[src/rtl/seg7_pkg.sv]
// Shared glyph constants and the nibble-to-segment decode used by the scan driver.
// Segment bit order is {a,b,c,d,e,f,g}, active-high.
package seg7_pkg;

  localparam logic [6:0] SEG_BLANK = 7'b0000000;

  localparam logic [6:0] SEG_0 = 7'b1111110;
  localparam logic [6:0] SEG_1 = 7'b0110000;
  localparam logic [6:0] SEG_2 = 7'b1101101;
  localparam logic [6:0] SEG_3 = 7'b1111001;
  localparam logic [6:0] SEG_4 = 7'b0110011;
  localparam logic [6:0] SEG_5 = 7'b1011011;
  localparam logic [6:0] SEG_6 = 7'b1011111;
  localparam logic [6:0] SEG_7 = 7'b1110000;
  localparam logic [6:0] SEG_8 = 7'b1111111;
  localparam logic [6:0] SEG_9 = 7'b1111011;
  localparam logic [6:0] SEG_A = 7'b1110111;
  localparam logic [6:0] SEG_B = 7'b0011111;
  localparam logic [6:0] SEG_C = 7'b1001110;
  localparam logic [6:0] SEG_D = 7'b0111101;
  localparam logic [6:0] SEG_E = 7'b1001111;
  localparam logic [6:0] SEG_F = 7'b1000111;

  function automatic logic [6:0] hex_to_seg7(input logic [3:0] nibble);
    logic [6:0] seg;
    seg = SEG_BLANK;
    case (nibble)
      4'h0: seg = SEG_0;
      4'h1: seg = SEG_1;
      4'h2: seg = SEG_2;
      4'h3: seg = SEG_3;
      4'h4: seg = SEG_4;
      4'h5: seg = SEG_5;
      4'h6: seg = SEG_6;
      4'h7: seg = SEG_7;
      4'h8: seg = SEG_8;
      4'h9: seg = SEG_9;
      4'hA: seg = SEG_A;
      4'hB: seg = SEG_B;
      4'hC: seg = SEG_C;
      4'hD: seg = SEG_D;
      4'hE: seg = SEG_E;
      4'hF: seg = SEG_F;
      default: seg = SEG_BLANK;
    endcase
    return seg;
  endfunction

endpackage

[src/rtl/seg7_hex_decoder.sv]
// Combinational hex nibble to seven-segment glyph decoder.
module seg7_hex_decoder
  import seg7_pkg::*;
(
  input  logic [3:0] nibble,
  output logic [6:0] segments
);

  assign segments = hex_to_seg7(nibble);

endmodule

[src/rtl/seg7_scan_driver.sv]
// Time-multiplexed seven-segment scanner with frame-aligned double buffering
// and optional leading-zero blanking.
module seg7_scan_driver
  import seg7_pkg::*;
#(
  parameter int DIGITS      = 4,
  parameter int REFRESH_DIV = 50000
) (
  input  logic                  clk,
  input  logic                  rst,
  input  logic [4*DIGITS-1:0]   value_in,
  input  logic                  load,
  input  logic                  blank_lz,
  input  logic                  enable,
  output logic [6:0]            segments,
  output logic [DIGITS-1:0]     digit_en,
  output logic                  pending,
  output logic                  frame_start
);

  localparam int PW = ($clog2(REFRESH_DIV) > 1) ? $clog2(REFRESH_DIV) : 1;
  localparam int IW = ($clog2(DIGITS) > 1) ? $clog2(DIGITS) : 1;
  localparam logic [PW-1:0] PRE_LAST = PW'(REFRESH_DIV - 1);
  localparam logic [IW-1:0] IDX_LAST = IW'(DIGITS - 1);

  logic [PW-1:0]         prescaler;
  logic [IW-1:0]         digit_idx;
  logic [4*DIGITS-1:0]   display_reg;
  logic [4*DIGITS-1:0]   pending_reg;
  logic                  wrap_seen;

  logic                  term_cnt;
  logic                  wrap_evt;
  logic [3:0]            sel_nibble;
  logic [6:0]            dec_seg;
  logic [DIGITS-1:0]     upper_zero;
  logic [DIGITS-1:0]     sel_onehot;
  logic                  blank_sel;

  assign term_cnt = enable && (prescaler == PRE_LAST);
  assign wrap_evt = term_cnt && (digit_idx == IDX_LAST);

  always_ff @(posedge clk) begin
    if (rst) begin
      prescaler <= '0;
      digit_idx <= '0;
    end else if (enable) begin
      if (term_cnt) begin
        prescaler <= '0;
        digit_idx <= (digit_idx == IDX_LAST) ? '0 : digit_idx + 1'b1;
      end else begin
        prescaler <= prescaler + 1'b1;
      end
    end
  end

  // Commit uses the pending value from before this edge, so a load landing
  // on the wrap edge is held over for the following frame.
  always_ff @(posedge clk) begin
    if (rst) begin
      display_reg <= '0;
      pending_reg <= '0;
      pending     <= 1'b0;
    end else begin
      if (wrap_evt && pending) begin
        display_reg <= pending_reg;
      end
      if (load) begin
        pending_reg <= value_in;
        pending     <= 1'b1;
      end else if (wrap_evt) begin
        pending     <= 1'b0;
      end
    end
  end

  // Remembers a wrap until digit 0 is actually presented, which may be
  // delayed if the scan is disabled right after the wrap.
  always_ff @(posedge clk) begin
    if (rst) begin
      wrap_seen <= 1'b0;
    end else if (wrap_evt) begin
      wrap_seen <= 1'b1;
    end else if (enable) begin
      wrap_seen <= 1'b0;
    end
  end

  always_comb begin
    sel_nibble = display_reg[3:0];
    sel_onehot = '0;
    for (int i = 0; i < DIGITS; i++) begin
      if (digit_idx == IW'(i)) begin
        sel_nibble    = display_reg[4*i +: 4];
        sel_onehot[i] = 1'b1;
      end
    end
  end

  // upper_zero[i]: nibbles i..DIGITS-1 are all zero.
  always_comb begin
    upper_zero = '0;
    upper_zero[DIGITS-1] = (display_reg[4*DIGITS-1 -: 4] == 4'h0);
    for (int i = DIGITS - 2; i >= 0; i--) begin
      upper_zero[i] = upper_zero[i+1] && (display_reg[4*i +: 4] == 4'h0);
    end
  end

  always_comb begin
    blank_sel = 1'b0;
    for (int i = 0; i < DIGITS; i++) begin
      if (digit_idx == IW'(i)) begin
        blank_sel = blank_lz && (i != 0) && upper_zero[i];
      end
    end
  end

  seg7_hex_decoder u_decoder (
    .nibble   (sel_nibble),
    .segments (dec_seg)
  );

  always_ff @(posedge clk) begin
    if (rst) begin
      segments    <= SEG_BLANK;
      digit_en    <= '0;
      frame_start <= 1'b0;
    end else if (enable) begin
      segments    <= blank_sel ? SEG_BLANK : dec_seg;
      digit_en    <= sel_onehot;
      frame_start <= wrap_seen;
    end else begin
      segments    <= SEG_BLANK;
      digit_en    <= '0;
      frame_start <= 1'b0;
    end
  end

endmodule

[config.mk]
export PLATFORM = sky130hd
export DESIGN_NAME = seg7_scan_driver
export DESIGN_NICKNAME = d
export VERILOG_FILES = /design/src/rtl/seg7_pkg.sv /design/src/rtl/seg7_hex_decoder.sv /design/src/rtl/seg7_scan_driver.sv
export SDC_FILE = /design/constraint.sdc
export NUM_CORES = 1
export LEC_CHECK = 0
export CORE_ASPECT_RATIO = 1.4
export CORE_MARGIN = 5
export CORE_UTILIZATION = 55
export DETAILED_ROUTE_END_ITERATION = 8
export GPL_ROUTABILITY_DRIVEN = 0
export PLACE_DENSITY = 0.79
export SYNTH_ARGS = -nofsm -noshare
export SYNTH_HDL_FRONTEND = slang
export SYNTH_SLANG_ARGS = --single-unit
export TNS_END_PERCENT = 5
[constraint.sdc]
create_clock -name clk -period 6.3 [get_ports clk]
set_clock_uncertainty 0.05 [all_clocks]
set_input_delay 0.63 -clock clk [delete_from_list [all_inputs] [get_ports clk]]
set_output_delay 0.63 -clock clk [all_outputs]
set_load 0.05 [all_outputs]
==> out/metrics.yaml, run 1 <==
status:
  status: "complete, no violations"
worst_setup_path:
  reg2regPathDepth: 6
  rrSetupSlack_ns: 3.83
  crit_path_max_fanout: 16
  required_ns: 6.46
  worstSetupPathType: "input port to flop"
  crit_path_end_kind: "flop"
  reg2reg_to: "segments[6]$_SDFF_PP0_"
  cp-start-kind: "input port"
  crit_arrival_ns: 2.64
  r2r-start: "digit_idx[0]$_SDFFE_PP0P_"
floorplanning:
  start_util: 0.564
  dieArea_um2: 6820
  die_w_um: 71.2
  die_h_um: 95.7
  io_pins: 34
  coreArea_um2: 5120
  rows: 31
logic_synthesis:
  yosys.area.top_type: "dfxtp_1"
  synthTopCellsByArea: "dfxtp_1 44%, mux2i_1 12%, nor2_1 6.9%"
  post-synth-top-area-fraction: 0.444
  synthAdderAreaFrac: 0.0520
  yosysWarnings: 0
  avgSynthCellArea_um2: 9.62
  synth_mux_area_frac: 0.133
  synth-compound-area-share: 0.0776
  synth_top_family_by_area: "simple AND/OR/NAND/NOR gates"
  synthSimpleGateAreaFrac: 0.218
  synth.distinct_cells: 48
  ys_seq_area_frac: 0.444
  synthFlopType: "dfxtp_1"
  synth_fp_nets: 333
  synth_area_um2: 2890
  yosys.area_share.xor_xnor: 0.0364
  synth_edf_count: 0
  synth-seq-cells: 64
  async_flop_share: 0
  synth_most_common_cell: "dfxtp_1"
  synthCells: 300
  netlist_top_cells_count: "64 x dfxtp_1, 53 x nor2_1, 36 x mux2i_1, 19 x nand2_1, 12 x ha_1"
hold_path:
  holdCritPathClass: "flop to flop"
  hold_depth: 1
  min-delay-start: "wrap_seen$_SDFFE_PP0P_"
  whs_endpoint: "frame_start$_SDFF_PP0_"
global_routing:
  grt_pass1_wl_um: 8960
  grt.total_usage: 0.169
  grt_start_max_net_pins: 41
  grt_pass1_vias: 2050
  antenna_found_initial: 0
  grt_remaining_overflow: 0
route:
  totalWireLength_um: 5410
  wl_per_cell_um: 13.5
  viasPerCell: 5.34
  vias: 2147
  drc: 0
  first_iter_violations: 111
  first_pass_iters: 4
  final_antenna_net_count: 0
power:
  power_leakage_nw: 1.32
  vdd_ir_drop_max_v: 0.000190
  power.density_nw_per_um2: 252
cells_and_area:
  instances_no_fill: 402
  diodes: 0
  areaGrowthSynthToFinish_pct: 19.7
  largest_reg_flops: 17
  drive_gt1_frac: 0.0804
  nets: 364
  fin_util: 0.675
clock_tree:
  cts.sinks: 64
  ctsLongestPathBuffers: 2
  cts_setup_buffers: 0
  cts-htree-levels: 3
  cts_tree: "built"
  clkTransAtPathRegs_ns: 0.08
  cts.repair.resized: 0
  cts_hold_buf: 0
  root_buffer: "clkbuf_8"
  numCtsBuffers: 9
  insertion_delay_ns: 0.34
timing:
  finalMaxSlewViolations: 0
  worst_slew_pin_slew_ns: 0.983
  finalCritPeriodShare: 0.393
  finalCriticalPeriod_ns: 2.48
  worst_slack_ns: 3.82
  hold_viol_final: 0
  finalSetupViolCount: 0
  max_clock_freq_mhz: 404
  fin_tns_setup_ns: 0
  whs_ns: 0.419
  rsz0062_at_grt: "no"
  slew_headroom: 0.343
run:
  cap_violations: 0
place:
  port_buffers: 33
  dp.cells: 386
  place_ws_ns: 3.45
  dp_hpwl_um: 3920
power breakdown:
| part | internal (mW) | switching [mW] |
|---|---|---|
| Combinational | 0.0252 | 0.0268 |
| Sequential | 0.414 | 0.00514 |
| Clock | 0.235 | 0.164 |
layout by cell type (no fill, tap or decap), types with 4 or more instances in the layout:
| master | instances |
|---|---|
| clkdlybuf4s50_1 | 33 |
| inv_1 | 8 |
| xor2_1 | 9 |
| ha_1 | 12 |
| mux2i_1 | 36 |
| nor2_1 | 53 |
| nand2_1 | 19 |
| a21oi_1 | 11 |
| and2_1 | 5 |
| nand2b_1 | 4 |
| a211oi_1 | 4 |
| nand3_1 | 6 |
| clkbuf_8 | 10 |
| dfxtp_1 | 64 |
| nand4_1 | 5 |
worst max-delay path, stage by stage:
cell and delay [ns]:
clkdlybuf4s50_1 0.60, and4_1 0.39, nand4_2 0.18, nor2_4 0.51
mux2i_1 0.26, nor2_1 0.06
routing by layer:
| layer | share of wire | global-route usage |
|---|---|---|
| met5 | 0 | 0 |
| met1 | 0.40 | 0.179 |
| met3 | 0.042 | 0.0543 |
| met2 | 0.53 | 0.291 |
| met4 | 0.028 | 0.0987 |
logic make-up (layout without fill, tap and decap cells):
logic type | count (synthesis) | in the layout
AOI/OAI and AO/OA | 31 | 31
xor gates and xnor gates | 12 | 12
adders and majority gates | 12 | 12
buffers and inverters | 23 | 59
DFF | 64 | 64
muxes | 38 | 38
and+or+nand+nor | 120 | 120
area by class of cell:
cell class	instances	area (µm²)
Fill cell	443	1660
Multi-Input combinational cell	213	1490
Sequential cell	64	1280
Timing Repair Buffer	34	338
Clock buffer	10	138
Clock inverter	6	92.6
Tap cell	66	82.6
Inverter	9	33.8
worst max path at each step:
stage                                          from                           end  slack, ns  cells past startpoint
after floorplan           digit_idx[1]$_SDFFE_PP0P_        segments[2]$_SDFF_PP0_       4.22                     11
after global placement                       enable   display_reg[8]$_SDFFE_PP0P_       3.51                      6
after detailed placement                     enable  display_reg[15]$_SDFFE_PP0P_       3.45                      6
after CTS                                    enable   display_reg[6]$_SDFFE_PP0P_       3.81                      6
after global routing      digit_idx[0]$_SDFFE_PP0P_        segments[2]$_SDFF_PP0_       3.63                      8
final                                        enable   display_reg[1]$_SDFFE_PP0P_       3.82                      6
stage by stage:
| stage | area (µm²) | total power [mW] |
|---|---|---|
| floorplan | 2890 | 0.458 |
| global placement | 3230 | 0.481 |
| detailed placement | 3230 | 0.481 |
| CTS | 3460 | 0.879 |
| global route | 3460 | 0.905 |
| finish | 3460 | 0.870 |
Power figures use the tool's default switching activity.
==> run 2, diff against run 1 <==
- clock period: 6.3 -> 2.4 ns (I/O delays scaled with it)
==> run 2 against run 1 <==
Via count rose by 0.84%. Highest routed layer unchanged. Sequential share of layout area fell by 0.99 points. Critical path type is now flop to flop. Clock power rose to 2.8 times the previous value.
==> out/metrics.yaml, run 2 (synthesis gave the netlist of run 1 again) <==
cells_and_area:
  largest_reg_flops: 17  # unchanged
  final_cell_mix: "64 x dfxtp_1, 53 x nor2_1, 36 x mux2i_1"
  areaGrowthSynthToFinish_pct: 23.0
  multiInputGateArea_um2: 1500  # +0.59%
  seqCellArea_um2: 1280  # unchanged
  nFillCells: 411  # -7.2%
  drive_gt1_frac: 0.110  # +0.0301
  nets: 372  # +2.2%
  instances_no_fill: 410  # +2.0%
  diodes: 0  # unchanged
  layout.cells.most_common: "dfxtp_1"
  fin_util: 0.694  # +0.0186
timing:
  finalCritPeriodShare: 0.911
  finalMaxSlewViolations: 0  # unchanged
  worst_slew_pin_slew_ns: 0.509  # -0.474 ns
  hold_viol_final: 0  # unchanged
  worst_slack_ns: 0.213  # -3.61 ns
  finalCriticalPeriod_ns: 2.19
  max_clock_freq_mhz: 457
  finalSetupViolCount: 0  # unchanged
  slew_headroom: 0.661  # +0.318
power:
  pwr-share-clk: 0.471  # +0.013
  vdd_ir_drop_max_v: 0.000621  # +230%
  internal_power_mw: 1.85  # +170%
  power.density_nw_per_um2: 661  # +160%
  pwr-share-seq: 0.469  # -0.013
  p_total_mw: 2.35  # +170%
  power.switching_mw: 0.500  # +150%
  comb_power_share: 0.060  # about the same
  switching_share: 0.213  # -0.0124
  power_leakage_nw: 1.37  # +3.9%
route:
  totalWireLength_um: 5490  # +1.4%
  viasPerCell: 5.28  # -1.1%
  wl_per_cell_um: 13.4  # -0.61%
  vias: 2165  # +0.84%
  first_iter_violations: 161  # +45%
  drc: 0  # unchanged
  first_pass_iters: 4  # unchanged
  final_antenna_net_count: 0  # unchanged
place:
  dp_hpwl_um: 4070  # +3.7%
  dp.cells: 394  # +2.1%
  place_ws_ns: 0.107  # -3.35 ns
  port_buffers: 33  # unchanged
clock_tree:
  insertion_delay_ns: 0.33  # about the same
  cts_setup_buffers: 0  # unchanged
  clkTransAtPathRegs_ns: 0.07  # about the same
  cts-htree-levels: 3  # unchanged
  ctsLongestPathBuffers: 2  # unchanged
  cts_tree: "built"
  cts.sinks: 64  # unchanged
  root_buffer: "clkbuf_8"
  numCtsBuffers: 9  # unchanged
global_routing:
  grt.total_usage: 0.173  # +0.00432
  grt_start_max_net_pins: 28  # -32%
  grt_pass1_vias: 2103  # +2.6%
  grt_remaining_overflow: 0  # unchanged
  grt_pass1_wl_um: 9340  # +4.2%
  antenna_found_initial: 0  # unchanged
worst_setup_path:
  reg2regPathDepth: 9  # +3
  required_ns: 2.56  # -3.90 ns
  worstSetupPathType: "flop to flop"
  crit_path_max_fanout: 7  # -9
  crit_path_end_kind: "flop"
  cp-start-kind: "flop"
  crit_arrival_ns: 2.34  # -0.30 ns
floorplanning:
  start_util: 0.564  # unchanged
  die_w_um: 71.2  # unchanged
  die_h_um: 95.7  # unchanged
  rows: 31  # unchanged
  io_pins: 34  # unchanged
  dieArea_um2: 6820  # unchanged
  coreArea_um2: 5120  # unchanged
hold_path:
  hold_depth: 1  # unchanged
  holdCritPathClass: "flop to flop"
status:
  status: "complete, no violations"
run:
  cap_violations: 0  # unchanged
## run 2: path summary, 6_finish.rpt
kind	start	end	slack (ns)
setup reg to reg	digit_idx[0]$_SDFFE_PP0P_	segments[1]$_SDFF_PP0_	0.21
hold / removal	wrap_seen$_SDFFE_PP0P_	frame_start$_SDFF_PP0_	0.42
hold reg to reg	wrap_seen$_SDFFE_PP0P_	frame_start$_SDFF_PP0_	0.42
setup / recovery	digit_idx[0]$_SDFFE_PP0P_	segments[1]$_SDFF_PP0_	0.21
## run 2: layer usage
metal / routed length (µm) / GRT usage / vias to the layer above / share of wire
met5: 0 / 0 / - / 0
met1: 2290 / 0.190 / 1013 / 0.42
met2: 2930 / 0.311 / 40 / 0.53
met3: 201 / 0.0512 / 6 / 0.037
met4: 61 / 0.0658 / 0 / 0.011
li1: - / - / 1106 / -
## run 2: power groups by stage
stage	Combinational, mW	Clock, mW	Sequential, mW
floorplan	0.0552	0	1.15
global placement	0.141	0	1.13
detailed placement	0.143	0	1.13
CTS	0.143	1.13	1.10
global route	0.153	1.18	1.10
finish	0.141	1.11	1.10
## run 2: critical path: stages (launching register included)
cell and delay [ns]:
dfxtp_1 0.41, ha_2 0.28, mux2_1 0.34, mux2i_1 0.17, o21ai_2 0.13, inv_1 0.14
ha_1 0.22, nand2_1 0.09, a21oi_1 0.17, nor3_1 0.05
## run 2: final cells by class
| cell class | instances | share of cell area |
|---|---|---|
| clock inverters | 7 | 0.0338 |
| flip-flops and latches | 64 | 0.361 |
| well taps | 66 | 0.0233 |
| multi-input cells | 213 | 0.422 |
| repair buffers | 42 | 0.116 |
| inverters | 9 | 0.00951 |
| clock buffers | 9 | 0.0349 |
## run 2: stage by stage
step           cell area (µm²)  setup TNS, ns  hold slack (ns)
6_report                  3550              0            0.418
5_1_grt                   3550       -0.00755            0.443
4_1_cts                   3540              0            0.426
3_5_place_dp              3300              0            0.404
3_3_place_gp              3300              0            0.391
2_1_floorplan             2890              0            0.337
## run 2: repair_timing
action / in CTS / in global routing
setup endpoints to repair: 0 / 6
gates resized for setup: 0 / 3
hold buffers: 0 / 0
